## src/rtl/spi_ctrl_pkg.sv

```systemverilog
// Shared definitions for the SPI request scheduler.
//   state_t     : scheduler FSM states
//   CFG_*       : field layout of a per-requester config word {cpol, cpha, div[2:0]}
package spi_ctrl_pkg;

  typedef enum logic [2:0] {
    IDLE,
    SETUP,
    START,
    WAIT,
    HOLD,
    RELEASE
  } state_t;

  localparam int unsigned CFG_W       = 5;
  localparam int unsigned CFG_CPOL    = 4;
  localparam int unsigned CFG_CPHA    = 3;
  localparam int unsigned CFG_DIV_LSB = 0;

endpackage

```

## src/rtl/spi_req_scheduler_if.sv

```systemverilog
// Bundle of requester-side and SPI_Master-side signals of the scheduler.
//   req/req_data/req_cfg        : requester inputs (packed per requester)
//   gnt/done/err/rx_data        : requester results
//   spi_*/cs_n                  : drive SPI_Master and chip selects
//   spi_done/spi_rx_data        : SPI_Master completion inputs
// Modports: slave = scheduler, master = requesters/SPI_Master side.
interface spi_req_scheduler_if #(
  parameter int unsigned NUM_REQ    = 4,
  parameter int unsigned Data_Width = 8
);
  import spi_ctrl_pkg::*;

  logic [NUM_REQ-1:0]            req;
  logic [NUM_REQ*Data_Width-1:0] req_data;
  logic [NUM_REQ*CFG_W-1:0]      req_cfg;
  logic [NUM_REQ-1:0]            gnt;
  logic [NUM_REQ-1:0]            done;
  logic                          err;
  logic [Data_Width-1:0]         rx_data;
  logic [Data_Width-1:0]         spi_data;
  logic                          spi_data_valid;
  logic                          spi_cpol;
  logic                          spi_cpha;
  logic [2:0]                    spi_div;
  logic [NUM_REQ-1:0]            cs_n;
  logic                          spi_done;
  logic [Data_Width-1:0]         spi_rx_data;

  modport slave (
    input  req, req_data, req_cfg, spi_done, spi_rx_data,
    output gnt, done, err, rx_data, spi_data, spi_data_valid,
           spi_cpol, spi_cpha, spi_div, cs_n
  );

  modport master (
    output req, req_data, req_cfg, spi_done, spi_rx_data,
    input  gnt, done, err, rx_data, spi_data, spi_data_valid,
           spi_cpol, spi_cpha, spi_div, cs_n
  );

endinterface

```

## src/rtl/spi_req_scheduler_arb.sv

```systemverilog
// Combinational round-robin select: first set req bit at or after ptr_i,
// wrapping around.
//   req_i   : request vector
//   ptr_i   : highest-priority index
//   gnt_o   : one-hot winner
//   valid_o : any request present
module rr_arbiter #(
  parameter int unsigned NUM_REQ = 4
) (
  input  logic [NUM_REQ-1:0]         req_i,
  input  logic [$clog2(NUM_REQ)-1:0] ptr_i,
  output logic [NUM_REQ-1:0]         gnt_o,
  output logic                       valid_o
);

  localparam int unsigned IDX_W = $clog2(NUM_REQ);

  always_comb begin
    logic [IDX_W-1:0] j;
    logic             found;
    gnt_o = '0;
    found = 1'b0;
    j     = '0;
    for (int unsigned k = 0; k < NUM_REQ; k++) begin
      j = IDX_W'((32'(ptr_i) + k) % NUM_REQ);
      if (!found && req_i[j]) begin
        gnt_o[j] = 1'b1;
        found    = 1'b1;
      end
    end
    valid_o = found;
  end

endmodule

```

## src/rtl/spi_req_scheduler.sv

```systemverilog
// Round-robin scheduler sharing one SPI_Master between NUM_REQ requesters.
// Latches the winner's data/config, drives its chip select with setup/hold
// spacing, launches the frame, waits for spi_done or watchdog timeout and
// returns rx data + status.
//   clk  : system clock
//   rst  : asynchronous reset, active-low
//   bus  : scheduler side (slave) of spi_req_scheduler_if
module spi_req_scheduler #(
  parameter int unsigned NUM_REQ    = 4,
  parameter int unsigned Data_Width = 8,
  parameter int unsigned CS_SETUP   = 2,
  parameter int unsigned CS_HOLD    = 2,
  parameter int unsigned TIMEOUT    = 1024
) (
  input logic                 clk,
  input logic                 rst,
  spi_req_scheduler_if.slave  bus
);
  import spi_ctrl_pkg::*;

  localparam int unsigned IDX_W = $clog2(NUM_REQ);
  localparam int unsigned CNT_W = $clog2(TIMEOUT + CS_SETUP + CS_HOLD + 1);

  state_t                state_q, state_d;
  logic [CNT_W-1:0]      cnt_q, cnt_d;
  logic [IDX_W-1:0]      idx_q, idx_d, ptr_q, ptr_d;
  logic                  err_pend_q, err_pend_d;
  logic [Data_Width-1:0] rxbuf_q, rxbuf_d;
  logic [NUM_REQ-1:0]    gnt_q, gnt_d, done_q, done_d, cs_n_q, cs_n_d;
  logic                  err_q, err_d, dv_q, dv_d;
  logic [Data_Width-1:0] rx_q, rx_d, data_q, data_d;
  logic                  cpol_q, cpol_d, cpha_q, cpha_d;
  logic [2:0]            div_q, div_d;

  logic [NUM_REQ-1:0]    arb_gnt;
  logic                  arb_valid;
  logic [IDX_W-1:0]      arb_idx;
  logic [CFG_W-1:0]      win_cfg;
  logic [NUM_REQ-1:0]    sel_d;

  rr_arbiter #(.NUM_REQ(NUM_REQ)) u_arb (
    .req_i   (bus.req),
    .ptr_i   (ptr_q),
    .gnt_o   (arb_gnt),
    .valid_o (arb_valid)
  );

  always_comb begin
    arb_idx = '0;
    for (int unsigned k = 0; k < NUM_REQ; k++) begin
      if (arb_gnt[k]) arb_idx = IDX_W'(k);
    end
  end

  assign win_cfg = bus.req_cfg[arb_idx*CFG_W +: CFG_W];

  always_comb begin
    state_d    = state_q;
    cnt_d      = cnt_q;
    idx_d      = idx_q;
    ptr_d      = ptr_q;
    err_pend_d = err_pend_q;
    rxbuf_d    = rxbuf_q;
    data_d     = data_q;
    cpol_d     = cpol_q;
    cpha_d     = cpha_q;
    div_d      = div_q;
    case (state_q)
      IDLE: if (arb_valid) begin
        idx_d   = arb_idx;
        data_d  = bus.req_data[arb_idx*Data_Width +: Data_Width];
        cpol_d  = win_cfg[CFG_CPOL];
        cpha_d  = win_cfg[CFG_CPHA];
        div_d   = win_cfg[CFG_DIV_LSB +: 3];
        cnt_d   = '0;
        state_d = SETUP;
      end
      SETUP: if (cnt_q == CNT_W'(CS_SETUP - 1)) begin
        cnt_d   = '0;
        state_d = START;
      end else begin
        cnt_d = cnt_q + 1'b1;
      end
      START: begin
        cnt_d   = '0;
        state_d = WAIT;
      end
      // spi_done wins over a watchdog expiry in the same cycle.
      WAIT: if (bus.spi_done) begin
        rxbuf_d    = bus.spi_rx_data;
        err_pend_d = 1'b0;
        cnt_d      = '0;
        state_d    = HOLD;
      end else if (cnt_q == CNT_W'(TIMEOUT - 1)) begin
        rxbuf_d    = '0;
        err_pend_d = 1'b1;
        cnt_d      = '0;
        state_d    = HOLD;
      end else begin
        cnt_d = cnt_q + 1'b1;
      end
      HOLD: if (cnt_q == CNT_W'(CS_HOLD - 1)) begin
        cnt_d   = '0;
        state_d = RELEASE;
      end else begin
        cnt_d = cnt_q + 1'b1;
      end
      RELEASE: begin
        ptr_d   = (idx_q == IDX_W'(NUM_REQ - 1)) ? '0 : idx_q + 1'b1;
        state_d = IDLE;
      end
      default: state_d = IDLE;
    endcase

    // Outputs are registered from the next state so they line up with it.
    sel_d        = '0;
    sel_d[idx_d] = 1'b1;
    gnt_d  = (state_d inside {SETUP, START, WAIT, HOLD}) ? sel_d : '0;
    cs_n_d = ~gnt_d;
    dv_d   = (state_d == START);
    done_d = (state_d == RELEASE) ? sel_d : '0;
    err_d  = (state_d == RELEASE) && err_pend_d;
    rx_d   = (state_d == RELEASE) ? rxbuf_d : rx_q;
  end

  always_ff @(posedge clk or negedge rst) begin
    if (!rst) begin
      state_q    <= IDLE;
      cnt_q      <= '0;
      idx_q      <= '0;
      ptr_q      <= '0;
      err_pend_q <= 1'b0;
      rxbuf_q    <= '0;
      gnt_q      <= '0;
      done_q     <= '0;
      cs_n_q     <= '1;
      err_q      <= 1'b0;
      dv_q       <= 1'b0;
      rx_q       <= '0;
      data_q     <= '0;
      cpol_q     <= 1'b0;
      cpha_q     <= 1'b0;
      div_q      <= '0;
    end else begin
      state_q    <= state_d;
      cnt_q      <= cnt_d;
      idx_q      <= idx_d;
      ptr_q      <= ptr_d;
      err_pend_q <= err_pend_d;
      rxbuf_q    <= rxbuf_d;
      gnt_q      <= gnt_d;
      done_q     <= done_d;
      cs_n_q     <= cs_n_d;
      err_q      <= err_d;
      dv_q       <= dv_d;
      rx_q       <= rx_d;
      data_q     <= data_d;
      cpol_q     <= cpol_d;
      cpha_q     <= cpha_d;
      div_q      <= div_d;
    end
  end

  assign bus.gnt            = gnt_q;
  assign bus.done           = done_q;
  assign bus.err            = err_q;
  assign bus.rx_data        = rx_q;
  assign bus.spi_data       = data_q;
  assign bus.spi_data_valid = dv_q;
  assign bus.spi_cpol       = cpol_q;
  assign bus.spi_cpha       = cpha_q;
  assign bus.spi_div        = div_q;
  assign bus.cs_n           = cs_n_q;

endmodule

```

## src/flat_wrapper.sv

```systemverilog
// flat-port wrapper written by rule: the top's interface ports become plain ports
module spi_req_scheduler_flat import spi_ctrl_pkg::*;
#(
  parameter int unsigned NUM_REQ    = 4,
  parameter int unsigned Data_Width = 8,
  parameter int unsigned CS_SETUP   = 2,
  parameter int unsigned CS_HOLD    = 2,
  parameter int unsigned TIMEOUT    = 1024
)
  (clk, rst, bus_req, bus_req_data, bus_req_cfg, bus_spi_done, bus_spi_rx_data, bus_gnt, bus_done, bus_err, bus_rx_data, bus_spi_data, bus_spi_data_valid, bus_spi_cpol, bus_spi_cpha, bus_spi_div, bus_cs_n);
  spi_req_scheduler_if #(.NUM_REQ(NUM_REQ), .Data_Width(Data_Width)) bus_i ();
  input logic clk;
  input logic rst;
  input wire logic [$bits(bus_i.req)-1:0] bus_req;
  input wire logic [$bits(bus_i.req_data)-1:0] bus_req_data;
  input wire logic [$bits(bus_i.req_cfg)-1:0] bus_req_cfg;
  input wire logic [$bits(bus_i.spi_done)-1:0] bus_spi_done;
  input wire logic [$bits(bus_i.spi_rx_data)-1:0] bus_spi_rx_data;
  output wire logic [$bits(bus_i.gnt)-1:0] bus_gnt;
  output wire logic [$bits(bus_i.done)-1:0] bus_done;
  output wire logic [$bits(bus_i.err)-1:0] bus_err;
  output wire logic [$bits(bus_i.rx_data)-1:0] bus_rx_data;
  output wire logic [$bits(bus_i.spi_data)-1:0] bus_spi_data;
  output wire logic [$bits(bus_i.spi_data_valid)-1:0] bus_spi_data_valid;
  output wire logic [$bits(bus_i.spi_cpol)-1:0] bus_spi_cpol;
  output wire logic [$bits(bus_i.spi_cpha)-1:0] bus_spi_cpha;
  output wire logic [$bits(bus_i.spi_div)-1:0] bus_spi_div;
  output wire logic [$bits(bus_i.cs_n)-1:0] bus_cs_n;
  assign bus_i.req = bus_req;
  assign bus_i.req_data = bus_req_data;
  assign bus_i.req_cfg = bus_req_cfg;
  assign bus_i.spi_done = bus_spi_done;
  assign bus_i.spi_rx_data = bus_spi_rx_data;
  assign bus_gnt = bus_i.gnt;
  assign bus_done = bus_i.done;
  assign bus_err = bus_i.err;
  assign bus_rx_data = bus_i.rx_data;
  assign bus_spi_data = bus_i.spi_data;
  assign bus_spi_data_valid = bus_i.spi_data_valid;
  assign bus_spi_cpol = bus_i.spi_cpol;
  assign bus_spi_cpha = bus_i.spi_cpha;
  assign bus_spi_div = bus_i.spi_div;
  assign bus_cs_n = bus_i.cs_n;
  spi_req_scheduler #(.NUM_REQ(NUM_REQ), .Data_Width(Data_Width), .CS_SETUP(CS_SETUP), .CS_HOLD(CS_HOLD), .TIMEOUT(TIMEOUT)) u_core (.clk(clk), .rst(rst), .bus(bus_i));
endmodule
```

## config.mk

```make
export PLATFORM = sky130hd
export DESIGN_NAME = spi_req_scheduler_flat
export DESIGN_NICKNAME = d
export VERILOG_FILES = /design/src/rtl/spi_ctrl_pkg.sv /design/src/rtl/spi_req_scheduler_if.sv /design/src/rtl/spi_req_scheduler_arb.sv /design/src/rtl/spi_req_scheduler.sv /design/src/flat_wrapper.sv
export SDC_FILE = /design/constraint.sdc
export NUM_CORES = 1
export LEC_CHECK = 0
export CORE_ASPECT_RATIO = 1.5
export CORE_MARGIN = 3
export CORE_UTILIZATION = 47
export DETAILED_ROUTE_END_ITERATION = 12
export PLACE_DENSITY = 0.82
export SLEW_MARGIN = 10
export SYNTH_ARGS = -nofsm -noshare
export SYNTH_HDL_FRONTEND = slang
export SYNTH_SLANG_ARGS = --single-unit
export TNS_END_PERCENT = 20
```

## constraint.sdc

```tcl
create_clock -name clk -period 2.8 [get_ports clk]
set_input_delay 0.7 -clock clk [delete_from_list [all_inputs] [get_ports clk]]
set_output_delay 0.7 -clock clk [all_outputs]
set_load 0.02 [all_outputs]
```

# ---- Yosys cells after proc, flatten, opt, wreduce, memory -nomap -nowiden
# Cells that the tools add are included.
dict set report op_classes {
  addsub 5
  multipliers 1
  magnitude_cmp 10
  eq_ne 14
  n_shift 2
  muxes 51
  bitwise 4
  n_reduce_logical 18
}
# op count
set ops {}
lappend ops {{2-to-1 mux 11 bit} 4}
lappend ops {{case mux 11 bit (4 select lines)} 1}
lappend ops {{variable part select 32 x 6 -> 8 bit} 1}
lappend ops {{2-to-1 mux 4 bit} 6}
lappend ops {{2-to-1 mux 8 bit} 3}
lappend ops {{variable part select 20 x 6 -> 5 bit} 1}
lappend ops {{2-to-1 mux 1 bit} 17}
lappend ops {{less-than comparator 2 x 3 -> 1 bit (second input constant)} 5}
lappend ops {{2-to-1 mux 3 bit} 5}
lappend ops {{case mux 3 bit (5 select lines)} 1}
lappend ops {{equality test 3 x 2 -> 1 bit (second input constant)} 4}
lappend ops {{equality test 3 bit (second input constant)} 4}
lappend ops {{OR 4 bit} 3}
lappend ops {{adder 11 x 1 -> 11 bit (second input constant)} 1}
lappend ops {{equality test 11 x 1 -> 1 bit (second input constant)} 1}
lappend ops {{equality test 11 x 10 -> 1 bit (second input constant)} 1}
lappend ops {{demux 1 bit (select 2 bit)} 5}
lappend ops {{greater-or-equal comparator 2 x 1 -> 1 bit (second input constant)} 5}
lappend ops {{2-to-1 mux 2 bit} 5}
lappend ops {{logical AND 1 bit} 9}
lappend ops {{binary-select mux 1 bit (select 2 bit)} 4}
lappend ops {{nonzero test 4 bit} 2}
lappend ops {{equality test 3 x 1 -> 1 bit (second input constant)} 2}
lappend ops {{multiplier 2 x 3 -> 5 bit (second input constant)} 1}
lappend ops {{other kinds (9)} 14}
dict set report totals {
  register_bits 62
  input_bits 67
}

# ---- Depth between registers and ports, before layout
# Gate-level depths: netlist (run 1).
dict set report logic_depth {
  ltp_word 23
  ltp_mapped 11
}

# ---- Hierarchy
# Synthesis (run 1) repeated with hierarchy kept, for this count alone.
dict set report hier_totals {
  hier_cells 349
  area_unflattened_um2 3617.2
}
# mod instances cells_each area_each_um2
set modules_own_cells {}
lappend modules_own_cells {spi_req_scheduler 1 287 3123.0}
lappend modules_own_cells {rr_arbiter 1 62 494.2}

# ---- Least setup slack after synthesis (run 1)
# OpenSTA, ideal clock, no wires.
dict set report synth_path {
  path_type {register to register}
  startpoint {reg u_core.ptr_q[0]}
  endpoint {reg u_core.cs_n_q[2] (netlist: u_core.bus.cs_n[2])}
  setup_time_ns 0.088
  t_arrival_ns 2.405
  setup_slack_ns 0.307
  path_stages_with_launch 11
  synth_period_minus_slack_ns 2.493
  cell_sequence {dfrtp_1 buf_6 inv_1 ha_1 mux4_2 nand3b_1 a21o_1 and4_4 buf_6 mux2i_2 or3_1}
}
dict set report synth_via {
  elab_chain_len 23
  word_cells_on_any_way 67
  classes_between {add/sub: 3; order compare: 10; eq/ne: 4; mux: 34; bitwise: 4; reduce/logical: 12}
}
# element line
set synth_lines {}
lappend synth_lines {{start, declared} spi_req_scheduler.sv:26} ;# logic [IDX_W-1:0] idx_q, idx_d, ptr_q, ptr_d;
lappend synth_lines {{start signal, assigned} spi_req_scheduler.sv:148} ;# ptr_q <= ptr_d;
lappend synth_lines {{branches (longest 21 deep; another with less-than comparator 2 x 3 -> 1 bit)} -}
lappend synth_lines {{2-to-1 mux 4 bit (*)} spi_req_scheduler.sv:118} ;# gnt_d = (state_d inside {SETUP, START, WAIT, HOLD}) ? sel_d : '0;
lappend synth_lines {{inverter 4 bit (*)} spi_req_scheduler.sv:119} ;# cs_n_d = ~gnt_d;
lappend synth_lines {{net u_core.cs_n_d[2]} spi_req_scheduler.sv:29} ;# logic [NUM_REQ-1:0] gnt_q, gnt_d, done_q, done_d, cs_n_q, cs_n_d;
lappend synth_lines {{end signal, assigned} spi_req_scheduler.sv:153} ;# cs_n_q <= cs_n_d;
lappend synth_lines {{end, declared} spi_req_scheduler.sv:29}
# Mark *: on every way through the listed nets, which the timed path passes. The select of a mux whose other input is x is not followed.
# A chain may end at the register's enable or synchronous reset.

# ---- Worst setup path in the final report (run 1)
dict set report layout_path {
  startpoint {in bus_req[1]}
  endpoint {reg u_core.gnt_q[1] (netlist: u_core.bus.gnt[1])}
}
dict set report layout_via {
  elab_chain_len 22
  word_cells_on_any_way 43
  classes_between {order compare: 2; eq/ne: 4; mux: 26; bitwise: 3; reduce/logical: 8}
}
# element line
set layout_lines {}
lappend layout_lines {{start, declared} flat_wrapper.sv:14} ;# input wire logic [$bits(bus_i.req)-1:0] bus_req;
lappend layout_lines {{binary-select mux 1 bit (select 2 bit)} spi_req_scheduler_arb.sv:26} ;# if (!found && req_i[j]) begin
lappend layout_lines {{2-to-1 mux 1 bit (implied by the code)} spi_req_scheduler_arb.sv:26}
lappend layout_lines {{2-to-1 mux 1 bit} spi_req_scheduler_arb.sv:26}
lappend layout_lines {{zero test 1 bit} spi_req_scheduler_arb.sv:26}
lappend layout_lines {{logical AND 1 bit} spi_req_scheduler_arb.sv:26}
lappend layout_lines {{2-to-1 mux 1 bit} spi_req_scheduler_arb.sv:26}
lappend layout_lines {{zero test 1 bit} spi_req_scheduler_arb.sv:26}
lappend layout_lines {{logical AND 1 bit} spi_req_scheduler_arb.sv:26}
lappend layout_lines {{[7 not listed]} -}
lappend layout_lines {{2-to-1 mux 2 bit} spi_req_scheduler.sv:69} ;# IDLE: if (arb_valid) begin
lappend layout_lines {{2-to-1 mux 2 bit} spi_req_scheduler.sv:68} ;# case (state_q)
lappend layout_lines {{less-than comparator 2 x 3 -> 1 bit (implied by the code) / greater-or-equal comparator 2 x 1 -> 1 bit (equally long branches)} spi_req_scheduler.sv:117} ;# sel_d[idx_d] = 1'b1;
lappend layout_lines {{logical AND 1 bit (implied by the code)} spi_req_scheduler.sv:117}
lappend layout_lines {{2-to-1 mux 1 bit (implied by the code)} spi_req_scheduler.sv:117}
lappend layout_lines {{demux 1 bit (select 2 bit)} -}
lappend layout_lines {{2-to-1 mux 4 bit (*)} spi_req_scheduler.sv:118}
lappend layout_lines {{net u_core.gnt_d[1]} spi_req_scheduler.sv:29}
lappend layout_lines {{end signal, assigned} spi_req_scheduler.sv:151} ;# gnt_q <= gnt_d;
lappend layout_lines {{end, declared} spi_req_scheduler.sv:29}
# The timed path passes the listed nets; every way through them passes the cells marked *. The select of a mux whose other input is x is not followed.

==> load_flow_metrics.sql, run 1 <==
INSERT INTO impl_metrics (metric_group, metric, value, unit) VALUES
('cells_and_area', 'antenna_cells', '0', ''),
('sta', 'slew_headroom', '0.579', ''),
('setup_path', 'worst_setup_path_start_kind', 'input pin', ''),
('setup_path', 'worst_r2r_path_depth', '9', ''),
('sta', 'final_period_minus_worst_setup_slack', '2.70', 'ns'),
('synth', 'netlist_instances', '332', ''),
('cells_and_area', 'final.fill_count', '517', ''),
('synth', 'synth_top_area_share', '0.434', ''),
('pwr', 'power_per_cell_area', '1130', 'nW/um^2'),
('sta', 'setup_repair_after_global_routing_missed_its_margin', 'no', ''),
('cells_and_area', 'multiInputGateArea', '1650', 'um^2'),
('synth', 'yosysTopAreaCell', 'sky130_fd_sc_hd__dfrtp_1', ''),
('routing', 'drt-pass1-iter-count', '4', ''),
('setup_path', 'critical_path_cell_count', '8', ''),
('routing', 'remaining_drc_errors', '0', ''),
('synth', 'mappedNetlistNets', '408', ''),
('floorplan', 'floorplan.die.width', '74.9', 'um'),
('cells_and_area', 'final_util', '0.704', ''),
('floorplan', 'io_pins', '102', ''),
('clock_tree', 'post_cts_hold_buffer_count', '0', ''),
('setup_path', 'worst_path_max_fanout', '7', ''),
('routing', 'ant_nets', '0', ''),
('routing', 'drt_iter0_markers', '131', ''),
('synth', 'synthesis.area_per_instance', '10.1', 'um^2'),
('setup_path', 'critPathLaunch', 'bus_req[1]', ''),
('flow_run', 'cap_viol_max_count', '0', ''),
('placement', 'gp_routability_congestion', '0.836', ''),
('pwr', 'power.leakage', '2.08', 'nW'),
('sta', 'holdWs', '0.369', 'ns'),
('clock_tree', 'ctsHtreeMaxLevel', '3', ''),
('routing', 'wl_per_cell', '17.6', 'um'),
('run_status', 'outcome', 'completed', ''),
('global_routing', 'grt_antenna_before_repair', '0', ''),
('setup_path', 'worst-setup-path-type', 'input pin to flop', ''),
('setup_path', 'rrSetupSlack', '0.38', 'ns'),
('synth', 'netlist_area', '3340', 'um^2'),
('cells_and_area', 'register_area', '1560', 'um^2'),
('sta', 'setup_violations', '0', ''),
('synth', 'yosys_warnings', '0', ''),
('sta', 'max_freq', '0.370', 'GHz'),
('clock_tree', 'cts.sink_count', '62', ''),
('cells_and_area', 'final_area', '4850', 'um^2'),
('setup_path', 'worst_path_largest_cell_delay', '0.56', 'ns'),
('clock_tree', 'tritoncts_clock_tree', 'yes', ''),
('floorplan', 'core', '6900', 'um^2'),
('synth', 'postSynth.topFlopCell', 'sky130_fd_sc_hd__dfrtp_1', ''),
('routing', 'vias_per_cell', '5.83', ''),
('synth', 'async_reset_ff_frac', '1.00', ''),
('setup_path', 'worstReg2RegStart', 'u_core.ptr_q[0]', ''),
('global_routing', 'via_count_of_the_first_global_routing_pass', '3243', ''),
('sta', 'post_route_clock_skew', '0.00893', 'ns'),
('setup_path', 'critical_path.endpoint', 'u_core.bus.gnt[1]', ''),
('cells_and_area', 'finalNetCount', '536', ''),
('global_routing', 'global_route.usage.total', '0.241', ''),
('sta', 'timing_worst_slew_pin_value', '0.632', 'ns'),
('synth', 'yosys_reg_bits', '62', ''),
('synth', 'synth.top_cells.by_area', 'sky130_fd_sc_hd__dfrtp_1 (43%), sky130_fd_sc_hd__nor2_1 (3.7%), sky130_fd_sc_hd__ha_1 (3.4%)', ''),
('floorplan', 'initial_core_util', '0.484', ''),
('setup_path', 'worstReg2RegEnd', 'u_core.bus.gnt[1]', ''),
('floorplan', 'rows', '37', ''),
('synth', 'distinct_cell_type_count_of_the_synthesized_netlist', '56', ''),
('setup_path', 'cp_top_family', 'buffers and inverters', ''),
('sta', 'final-max-slew-violation-count', '0', ''),
('setup_path', 'worst_path_required', '3.04', 'ns'),
('clock_tree', 'cts-root-buf', 'sky130_fd_sc_hd__clkbuf_8', ''),
('pwr', 'irDropWorstVdd', '0.842', 'mV'),
('clock_tree', 'post_cts.resized_instances', '0', ''),
('clock_tree', 'number_of_buffers_added_by_the_clock_tree_synthesis_step', '9', ''),
('setup_path', 'worst_path_max_delay_cell', 'sky130_fd_sc_hd__mux4_2', ''),
('setup_path', 'worst-endpoint-arrival', '2.94', 'ns'),
('global_routing', 'grt_pass1_wl', '15000', 'um');
placed cells by master, fill, tap and decap left out, types with 7 or more instances in the layout:
master	count
sky130_fd_sc_hd__a211oi_1	13
sky130_fd_sc_hd__a21oi_1	18
sky130_fd_sc_hd__a22o_1	9
sky130_fd_sc_hd__buf_4	31
sky130_fd_sc_hd__clkbuf_8	10
sky130_fd_sc_hd__clkdlybuf4s50_1	99
sky130_fd_sc_hd__dfrtp_1	58
sky130_fd_sc_hd__ha_1	9
sky130_fd_sc_hd__inv_1	8
sky130_fd_sc_hd__mux2_2	10
sky130_fd_sc_hd__nand2_1	15
sky130_fd_sc_hd__nand3_1	8
sky130_fd_sc_hd__nor2_1	33
sky130_fd_sc_hd__nor3_1	10
sky130_fd_sc_hd__o21a_1	13
sky130_fd_sc_hd__o21ai_0	20
sky130_fd_sc_hd__o21ai_1	7
sky130_fd_sc_hd__o22ai_1	13
metal layers:
| layer | routed length [um] | vias to the layer above | track usage |
|---|---|---|---|
| met5 | 0 | - | 0 |
| li1 | - | 1485 | - |
| met4 | 319 | 0 | 0.108 |
| met3 | 702 | 28 | 0.0563 |
| met1 | 3420 | 1513 | 0.258 |
| met2 | 5110 | 140 | 0.434 |
area by class of cell:
type	instances	area share
clock buffers	10	0.0284
inverters	8	0.00619
clock inverters	6	0.0193
well taps	78	0.0201
repair buffers	135	0.266
flip-flops and latches	62	0.321
multi-input cells	244	0.339
worst register-to-register path, cell delays in order (launching register included):
cell and delay, ns:
sky130_fd_sc_hd__dfrtp_1 0.35, sky130_fd_sc_hd__inv_1 0.08, sky130_fd_sc_hd__ha_1 0.37, sky130_fd_sc_hd__mux4_2 0.38
sky130_fd_sc_hd__a21oi_1 0.19, sky130_fd_sc_hd__a22o_1 0.17, sky130_fd_sc_hd__and2_1 0.28, sky130_fd_sc_hd__a31oi_1 0.16
sky130_fd_sc_hd__buf_4 0.16, sky130_fd_sc_hd__nor3_1 0.19
stage by stage:
stage | instances | setup TNS (ns) | worst slack [ns]
finish | 543 | 0 | 0.0975
global route | 543 | 0 | 0.0174
CTS | 543 | 0 | 0.0286
detailed placement | 527 | -5.88 | -0.318
global placement | 527 | -4.68 | -0.272
floorplan | 332 | 0 | 0.307
report_power, final:
group          internal [mW]  switching, mW
Clock                  0.531          0.381
Combinational           1.48           1.64
Sequential              1.24          0.204
Total                   3.25           2.23
cells by family after synthesis:
group                      share of synthesized area
muxes                                         0.0621
buffers and inverters                         0.0419
xor gates and xnor gates                     0.00524
and+or+nand+nor                                0.159
DFF                                            0.466
adders and majority gates                     0.0337
AOI/OAI and AO/OA                              0.232
registers in the layout (all words and copies together), names as in the netlist, 2 cells and up:
signal / cells
u_core.bus.cs_n: 4
u_core.state_q: 3
u_core.cnt_q: 11
u_core.bus.spi_data: 8
u_core.rxbuf_q: 8
u_core.bus.rx_data: 8
u_core.idx_q: 2
u_core.ptr_q: 2
u_core.bus.spi_div: 3
u_core.bus.done: 4
u_core.bus.gnt: 4
synthesized netlist by cell type, drive strengths merged (2+ instances only):
cell type	count
inv	8
nand2b	4
and3	5
or4	2
nand3b	4
nor2b	5
a31oi	5
o21ai	27
a21o	3
nor3	10
buf	12
nor3b	2
and4	2
o22ai	13
clkbuf	6
or3	2
ha	9
mux2	10
o31ai	4
nand2	15
nand3	8
o21a	14
nor2	35
mux2i	2
a211oi	14
and2	3
dfstp	4
dfrtp	58
a22o	9
a21oi	19
a22oi	2
mux4	3
worst min path at each step:
stage / start / end / slack (ns)
after floorplan: rst / u_core.bus.done[0] / 0.40
after global placement: u_core.err_pend_q / u_core.err_pend_q / 0.47
after detailed placement: u_core.rxbuf_q[0] / u_core.rxbuf_q[0] / 0.48
after CTS: rst / u_core.bus.done[0] / 0.38
after global routing: rst / u_core.bus.done[1] / 0.40
final: rst / u_core.bus.spi_div[2] / 0.37
Note: power is estimated with default switching activity, not from simulation.
==> run 2: changes to the inputs <==
--- a/config.mk
+++ b/config.mk
@@ -10,7 +10,7 @@
 export CORE_UTILIZATION = 47
 export DETAILED_ROUTE_END_ITERATION = 12
 export PLACE_DENSITY = 0.82
-export SLEW_MARGIN = 10
+export SLEW_MARGIN = 20
 export SYNTH_ARGS = -nofsm -noshare
 export SYNTH_HDL_FRONTEND = slang
 export SYNTH_SLANG_ARGS = --single-unit
==> results of run 2 <==
No change in the layout: final DEF, timing and power equal those of run 1.
